==> src/rtl/mem_burst_master.sv <==
// Burst initiator for the memory valid/ready protocol: expands {addr,len} commands
// into single-beat memory transfers, streaming write data in and read data out.
module mem_burst_master #(
  parameter int ADDR_WIDTH = 8,
  parameter int WIDTH      = 16,
  parameter int LEN_WIDTH  = 4
) (
  input  logic                  clk,
  input  logic                  rst,
  // command port
  input  logic                  cmd_valid,
  output logic                  cmd_ready,
  input  logic                  cmd_wr,
  input  logic [ADDR_WIDTH-1:0] cmd_addr,
  input  logic [LEN_WIDTH-1:0]  cmd_len,
  // write-data port
  input  logic                  wd_valid,
  output logic                  wd_ready,
  input  logic [WIDTH-1:0]      wd_data,
  // read-data port
  output logic                  rd_valid,
  input  logic                  rd_ready,
  output logic [WIDTH-1:0]      rd_data,
  // status
  output logic                  busy,
  output logic                  done,
  output logic [2:0]            dbg_state,
  // memory side
  output logic                  wr_rd,
  output logic [ADDR_WIDTH-1:0] addr,
  output logic [WIDTH-1:0]      wdata,
  output logic                  valid,
  input  logic                  ready,
  input  logic [WIDTH-1:0]      rdata
);

  // Every port pair is a plain valid/ready handshake: a transfer happens on the
  // posedge where both are high; the producer holds payload stable until then.

  typedef enum logic [2:0] {
    S_IDLE   = 3'd0,
    S_LOAD   = 3'd1,
    S_ISSUE  = 3'd2,
    S_RETURN = 3'd3,
    S_DONE   = 3'd4
  } state_t;

  localparam logic [ADDR_WIDTH-1:0] ADDR_ONE = 1;
  localparam logic [LEN_WIDTH-1:0]  LEN_ONE  = 1;

  state_t                r_state;
  state_t                w_next;
  logic                  r_wr;
  logic [ADDR_WIDTH-1:0] r_addr;
  logic [LEN_WIDTH-1:0]  r_cnt;
  logic [WIDTH-1:0]      r_wdata;
  logic [WIDTH-1:0]      r_rd_data;

  logic w_cmd_hs;
  logic w_wd_hs;
  logic w_mem_hs;
  logic w_rd_hs;
  logic w_last;
  logic w_advance;

  assign w_cmd_hs  = (r_state == S_IDLE) && cmd_valid;
  assign w_wd_hs   = (r_state == S_LOAD) && wd_valid;
  assign w_mem_hs  = (r_state == S_ISSUE) && ready;
  assign w_rd_hs   = (r_state == S_RETURN) && rd_ready;
  assign w_last    = (r_cnt == '0);
  // A beat retires on the memory handshake for writes, on the read-port handshake for reads.
  assign w_advance = ((w_mem_hs && r_wr) || w_rd_hs) && !w_last;

  always_ff @(posedge clk or posedge rst) begin
    if (rst) begin
      r_state <= S_IDLE;
    end else begin
      r_state <= w_next;
    end
  end

  always_comb begin
    w_next    = r_state;
    cmd_ready = 1'b0;
    wd_ready  = 1'b0;
    valid     = 1'b0;
    rd_valid  = 1'b0;
    done      = 1'b0;
    case (r_state)
      S_IDLE: begin
        // Gated by rst so every output reads 0 while reset is held.
        cmd_ready = !rst;
        if (cmd_valid) w_next = cmd_wr ? S_LOAD : S_ISSUE;
      end
      S_LOAD: begin
        wd_ready = 1'b1;
        if (wd_valid) w_next = S_ISSUE;
      end
      S_ISSUE: begin
        valid = 1'b1;
        if (ready) begin
          if (!r_wr)       w_next = S_RETURN;
          else if (w_last) w_next = S_DONE;
          else             w_next = S_LOAD;
        end
      end
      S_RETURN: begin
        rd_valid = 1'b1;
        if (rd_ready) w_next = w_last ? S_DONE : S_ISSUE;
      end
      S_DONE: begin
        done   = 1'b1;
        w_next = S_IDLE;
      end
      default: w_next = S_IDLE;
    endcase
  end

  always_ff @(posedge clk or posedge rst) begin
    if (rst) begin
      r_wr      <= 1'b0;
      r_addr    <= '0;
      r_cnt     <= '0;
      r_wdata   <= '0;
      r_rd_data <= '0;
    end else begin
      if (w_cmd_hs) begin
        r_wr   <= cmd_wr;
        r_addr <= cmd_addr;
        r_cnt  <= cmd_len;
      end
      if (w_wd_hs) r_wdata <= wd_data;
      if (w_mem_hs && !r_wr) r_rd_data <= rdata;
      // Address wraps modulo 2^ADDR_WIDTH by plain overflow.
      if (w_advance) begin
        r_cnt  <= r_cnt - LEN_ONE;
        r_addr <= r_addr + ADDR_ONE;
      end
    end
  end

  assign busy      = (r_state != S_IDLE);
  assign dbg_state = r_state;
  assign wr_rd     = r_wr;
  assign addr      = r_addr;
  assign wdata     = r_wdata;
  assign rd_data   = r_rd_data;

endmodule
==> config.mk <==
export PLATFORM = sky130hd
export DESIGN_NAME = mem_burst_master
export DESIGN_NICKNAME = d
export VERILOG_FILES = /design/src/rtl/mem_burst_master.sv
export SDC_FILE = /design/constraint.sdc
export NUM_CORES = 1
export LEC_CHECK = 0
export ABC_AREA = 1
export BUFFER_PORTS_ARGS = -buffer_cell sky130_fd_sc_hd__buf_2
export CAP_MARGIN = 20
export CORE_MARGIN = 1
export CORE_UTILIZATION = 43
export DETAILED_ROUTE_END_ITERATION = 12
export PLACE_DENSITY = 0.76
export SLEW_MARGIN = 20
export SYNTH_ARGS = -nofsm -noshare
export SYNTH_HDL_FRONTEND = slang
export SYNTH_SLANG_ARGS = --single-unit
==> constraint.sdc <==
create_clock -name clk -period 1.36 [get_ports clk]
set_input_delay 0 -clock clk [delete_from_list [all_inputs] [get_ports clk]]
set_output_delay 0 -clock clk [all_outputs]
set_load 0.01 [all_outputs]
==> results of run 1 <==
-- worst register-to-register path, stage by stage (launching register included) --
cell and delay [ns]:
dfrtp_2 0.47, nand2_2 0.10, nor2_4 0.18, nand3_4 0.14
buf_8 0.17, nand4_1 0.08, nand3_1 0.08
-- cells in the final DEF (no fill, tap or decap), drive strengths merged --
cell type    Yosys  routed
nand2          117     117
nor2            12      12
nand3b           1       1
nor3             2       2
ha               2       2
clkbuf           5       5
clkinvlp         0       1
dfrtp           48      48
buf              7     123
xnor2            3       3
xor2             2       2
o21ai           24      24
inv             33      34
dlygate4sd3      0      40
o21bai           1       1
nand4           11      11
bufinv           0       1
nand3           35      35
-- flip-flops by register name (all words and copies together) (netlist names) --
name	flops
r_cnt	4
wr_rd	1
wdata	16
dbg_state	3
addr	8
rd_data	16
-- through the flow --
stage / power [mW] / cells / hold WS, ns / util (%) / cell area (µm²)
global placement: 6.040 / 481 / -0.04831 / 59.88 / 3117
global route: 8.501 / 532 / 0.03127 / 72.86 / 3792
detailed placement: 6.182 / 481 / -0.04249 / 59.88 / 3117
CTS: 7.492 / 531 / 0.006148 / 70.99 / 3695
finish: 7.862 / 532 / 0.01733 / 72.86 / 3792
floorplan: 4.682 / 303 / 0.04753 / - / 2399
-- metal layers --
layer | GRT usage, % | routed length (µm) | up-vias
met4 | 12.69 | 280 | 0
met2 | 46.76 | 3656 | 107
met1 | 28.93 | 2891 | 1210
met5 | 0 | 0 | -
li1 | - | - | 1281
met3 | 3.952 | 350 | 27
-- cell type report --
| cell class | count | share of cell area, % |
|---|---|---|
| Tap cell | 70 | 2.309 |
| Multi-Input combinational cell | 210 | 28.64 |
| Sequential cell | 48 | 31.77 |
| Inverter | 33 | 3.266 |
| Clock inverter | 3 | 1.221 |
| Clock buffer | 5 | 1.815 |
| Timing Repair Buffer | 163 | 30.98 |
-- kinds of logic (layout without fill, tap and decap cells) --
group	after synthesis	in the layout	synth area share, %
flip-flops	48	48	50.47
AND/OR/NAND/NOR	178	178	33.44
adder cells (fa/ha/maj)	2	2	1.051
buffers and inverters	45	204	7.834
XOR/XNOR	5	5	1.841
AO/OA/AOI/OAI	25	25	5.363
-- what timing repair did --
| item | CTS | global route |
|---|---|---|
| gates resized for setup | 14 | 41 |
| pin swaps | 0 | 6 |
| hold buffers | 40 | 0 |
| buffers inserted | 2 | 1 |
| endpoints found under the hold margin | 86 | 0 |
| setup endpoints to repair | 17 | 47 |
-- worst max path at each step --
stage / startpoint / end / cells after the start
final: dbg_state[1]$_DFFE_PP0P_ / cmd_ready / 5
after global routing: dbg_state[1]$_DFFE_PP0P_ / addr[2]$_DFFE_PP0P_ / 6
after CTS: dbg_state[1]$_DFFE_PP0P_ / cmd_ready / 5
after detailed placement: r_cnt[1]$_DFFE_PP0P_ / addr[2]$_DFFE_PP0P_ / 8
after global placement: r_cnt[1]$_DFFE_PP0P_ / addr[2]$_DFFE_PP0P_ / 8
after floorplan: dbg_state[2]$_DFFE_PP0P_ / addr[6]$_DFFE_PP0P_ / 9
-- power by group through the flow --
| stage | clock [mW] | sequential [mW] | combinational (mW) |
|---|---|---|---|
| after floorplan | 0 | 2.86 | 1.82 |
| after global placement | 0 | 2.60 | 3.44 |
| after detailed placement | 0 | 2.61 | 3.57 |
| after CTS | 1.07 | 2.63 | 3.79 |
| after global routing | 1.12 | 2.78 | 4.60 |
| final | 1.05 | 2.68 | 4.14 |
-- cells in the mapped netlist, drive strengths merged --
library cell	n
clkbuf	5
nand3b	1
nor3	2
nand4	11
dfrtp	48
o21bai	1
nor2	12
o21ai	24
buf	7
xor2	2
inv	33
nand2	117
xnor2	3
nand3	35
ha	2
==> metrics, run 1 <==
synthesized cell area=2380 µm²; vias in the first global route=between 2k and 3k; fmax=~0.74 GHz; reg2reg start=dbg_state[1]$_DFFE_PP0P_; critical path endpoint category=output pin; Slew headroom=between 70% and 80%; die area=slightly below 6000 µm²; core area=~5200 µm²; sequential share of power=approximately a third; DRC viols=0; DP HPWL=~4.4 mm; RSZ-0062 raised after global routing=yes; Sequential Area=approximately 1200 µm²; P per Cell Area=2073 nW/µm²; CP delay by family, top=flip-flops; hold crit path type=in -> reg; Die H=76.40 µm; Final Hold Violating Endpoints=0; worst reg2reg setup slack=approximately 0.020 ns; worst skew pair latency=0.30 ns; Hold EP=addr[6]$_DFFE_PP0P_; drt pass-1 iters=5; CTS root buffer=clkbuf_8; Filler cells=380; I/O Buffers=100; Final TNS setup=0 ns; clock-pin slew on the worst setup and hold paths=about 0.1 ns; kind of critical path=reg -> out; Critical Path Source Type=flip-flop; post-synthesis cell count=303; P&R area growth vs syn=59.36%; remaining antenna violation count=0; synth warn=0; placer's final routability congestion estimate=roughly 0.85; pin count of the biggest net entering global routing=39; crit path DAT=around 1.4 ns; worst setup margin=~0.0035 ns; layout cells sized above 1=between 30% and 40%; Setup Skew=about 0.0074 ns; WL final=approximately 7 mm; wire per inst=between 10 and 15 µm; slowest CP cell=dfrtp_2; worst path cell trace=nor2_4 > nand2_2 > buf_6 > nor2_2 > buf_2; TritonCTS Sinks=48; ant diodes=0; DR iter-0 viols=180; CP required=approximately 1.4 ns; post-DR vias/cell=about 4.9; area share of the largest cell type after synthesis=between 50% and 60%; Internal=4.553 mW; Seq/Total Area, Yosys=50.47%; Slew @ Worst Pin=around 0.31 ns; Sw Share=between 40% and 50%; multi-input logic area=~1100 µm²; Pleak=2.071 nW; Clock power frac=about an eighth; Yosys top cell by area=dfrtp_1; Die Width=76.40 µm; R2R cell count=6; crit path buf inv count=2; GRT Resource Usage Total=25.64%; top post-synthesis cells by area=dfrtp_1, nand2_1, nand3_1; vias=approximately 2.6k; clock tree buffer depth=2; CTS tree=done; min Tclk post-route=between 1 and 1.5 ns; CTS H-tree depth=2; MaxCap Viol Count=0; Yosys reg bits=between 40 and 50; Top Ports=101; Syn Area/Cell=7.854 µm²; Max FO, Critical Path=5; Crit path largest cell delay=about 0.48 ns; final setup fails=0; first-pass GRT wire length=between 10 and 15 mm; initial antenna violation count=0; # rows=26; Slew Viols, Final=0; hold_sp=cmd_addr[6]; combinational power share=between 50% and 60%; sw power=~3.3 mW; post-synth net total=~360; hold path depth=5; setup slack at placement=-0.04298 ns; reg-to-reg endpoint=addr[2]$_DFFE_PP0P_; worst IR drop on VDD=a little over 0.001 V; outcome=completed; # nets final=just over 500; total CTS buffers=5; initial core utilization=a little under half; Overflow after GRT=0; Distinct cells, synth=23; period utilisation layout=between 90% and 100%
(Power assumes the default switching activity.)
==> inputs of run 2 (changes only) <==
--- a/config.mk
+++ b/config.mk
@@ -12,6 +12,8 @@
 export CORE_UTILIZATION = 43
 export DETAILED_ROUTE_END_ITERATION = 12
 export PLACE_DENSITY = 0.76
+export REMOVE_ABC_BUFFERS = 1
+export SETUP_SLACK_MARGIN = 0.5
 export SLEW_MARGIN = 20
 export SYNTH_ARGS = -nofsm -noshare
 export SYNTH_HDL_FRONTEND = slang
==> metrics, run 2 (synthesis gave the netlist of run 1 again) <==
fmax=0.6834 GHz (was 0.7372 GHz); Critical Path Source Type=flip-flop (unchanged); critical path endpoint category=flip-flop (was output pin); Overflow after GRT=0 (unchanged); DP HPWL=4.184 mm (was 4.416 mm); Slew headroom=65.34% (was 78.90%); CTS tree=done (unchanged); pin count of the biggest net entering global routing=33 (was 39); Top Ports=101 (unchanged); commonest non-fill, non-tap cell in the layout=nand2_1 (unchanged); number of cells after detailed placement=481 (unchanged); Hold WS=-0.2356 ns (was 0.01733 ns); Clock power frac=13.0% (was 13.3%); period utilisation layout=107.6% (was 99.74%); worst setup margin=-0.1033 ns (was 0.003481 ns); TritonCTS Sinks=48 (unchanged); vias in the first global route=2,554 (was 2,664); P&R area growth vs syn=76.39% (was 59.36%); P per Cell Area=2184 nW/µm² (was 2073 nW/µm²); CTS root buffer=clkbuf_8 (unchanged); ant diodes=0 (unchanged); vias=2,823 (was 2,625); failing checks=negative hold slack, negative setup slack; initial core utilization=45.72% (unchanged); worst path cell trace=inv_2 > nand2_4 > nor2_4 > nand3_4 > clkbuf_16 > nand2_1 > o21ai_1 (was nor2_4 > nand2_2 > buf_6 > nor2_2 > buf_2); outcome=finished, violations left (was completed); combinational power share=57.4% (was 52.6%); die area=5836 µm² (unchanged); initial antenna violation count=0 (unchanged); layout cells sized above 1=42.80% (was 36.36%); wire per inst=15.59 µm (was 13.49 µm); Max FO, Critical Path=16 (was 5); post-DR vias/cell=5.077 (was 4.934); worst IR drop on VDD=0.001179 V (was 0.001029 V); clock tree buffer depth=2 (unchanged); DR iter-0 viols=179 (was 180); commonest cells after routing, fill and taps aside=nand2_1, buf_2, dfrtp_1 (unchanged); core area=5205 µm² (unchanged); min Tclk post-route=1.463 ns (was 1.357 ns); remaining antenna violation count=0 (unchanged); Die Width=76.40 µm (unchanged); clock-pin slew on the worst setup and hold paths=0.09 ns (was 0.10 ns); CP required=1.53 ns (was 1.36 ns); total CTS buffers=5 (unchanged); I/O Buffers=100 (unchanged); CTS Hold Buffers Added=39 (was 40); Internal=5.393 mW (was 4.553 mW); final setup fails=31 (was 0); Final Instance Count excl. Fillers=556 (was 532); Crit path largest cell delay=0.45 ns (was 0.48 ns); crit path DAT=1.64 ns (was 1.36 ns); # rows=26 (unchanged); placer's final routability congestion estimate=0.8561 (was 0.8548); kind of critical path=reg -> reg (was reg -> out); worst skew pair latency=0.29 ns (was 0.30 ns); CTS H-tree depth=2 (unchanged); WL final=8.670 mm (was 7.179 mm); fin util=80.65% (was 72.86%); slowest CP cell=dfrtp_2 (unchanged); sw power=3.775 mW (was 3.309 mW); Pleak=2.287 nW (was 2.071 nW); # nets final=539 (was 514); first-pass GRT wire length=11.93 mm (was 11.74 mm); RSZ-0062 raised after global routing=yes (unchanged); sequential share of power=29.6% (was 34.1%); drt pass-1 iters=4 (was 5); Setup Skew=0.005025 ns (was 0.007421 ns); DRC viols=0 (unchanged); Die H=76.40 µm (unchanged); hold crit path type=in -> async (was in -> reg); Final Hold Violating Endpoints=21 (was 0); GRT Resource Usage Total=25.78% (was 25.64%); Slew @ Worst Pin=0.5192 ns (was 0.3143 ns); MaxCap Viol Count=0 (unchanged); Sw Share=41.17% (was 42.09%); Slew Viols, Final=0 (unchanged)
-- run 2: area by class of cell --
class	count	area (µm²)
Timing Repair Buffer	187	1446
Sequential cell	48	1206
Multi-Input combinational cell	211	1200
Fill cell	308	1007
Inverter	33	128.9
Tap cell	70	87.58
Clock buffer	5	68.82
Clock inverter	2	60.06
-- run 2: worst max-delay path, delay by kind of cell (launching register included) --
kind,cells,cell delay [ns]
simple gates,4,0.50
flops,1,0.45
compound gates,1,0.08
buf+inv,2,0.31
-- run 2: timing repair --
action,in CTS,in global routing
endpoints found under the setup margin,66,87
gates cloned,2,2
endpoints found under the hold margin,60,21
buffers inserted,5,20
gates resized for setup,42,63
pin swaps,3,13
-- run 2: per-stage QoR --
stage | TNS, ns | cell area [µm²] | power, mW | setup slack, ns
after floorplan | -5.348 | 2317 | 4.542 | -0.2288
after global placement | 0 | 3093 | 5.972 | 0.008766
after detailed placement | -0.3875 | 3093 | 6.098 | -0.06628
after CTS | 0 | 3780 | 7.846 | 0.006455
after global routing | -3.196 | 4198 | 9.764 | -0.1529
final | -1.432 | 4198 | 9.168 | -0.1033
-- run 2: path summary, 6_finish.rpt --
check	start	endpoint	slack, ns	cells after the start
setup / recovery	dbg_state[2]$_DFFE_PP0P_	rd_data[1]$_DFFE_PP0P_	-0.10	7
hold / removal	rst	rd_data[8]$_DFFE_PP0P_	-0.24	2
setup reg to reg	dbg_state[2]$_DFFE_PP0P_	rd_data[1]$_DFFE_PP0P_	-0.10	7
hold reg to reg	wdata[9]$_DFFE_PP0P_	wdata[9]$_DFFE_PP0P_	0.48	2
max in group asynchronous	rst	rd_data[2]$_DFFE_PP0P_	1.07	3
min in group clk	cmd_len[3]	r_cnt[3]$_DFFE_PP0P_	0.01	5
-- run 2: power groups by stage --
stage	Sequential [mW]	Combinational, mW	Clock, mW
final	2.71	5.26	1.19
after global routing	2.79	5.71	1.27
after CTS	2.65	3.98	1.22
after detailed placement	2.61	3.49	0
after global placement	2.60	3.37	0
after floorplan	2.86	1.68	0
-- run 2: routing by layer --
metal	wire [µm]	global-route usage [%]
met1	3509	31.50
met2	4359	44.50
met3	502	5.269
met4	298	10.00
met5	0	0
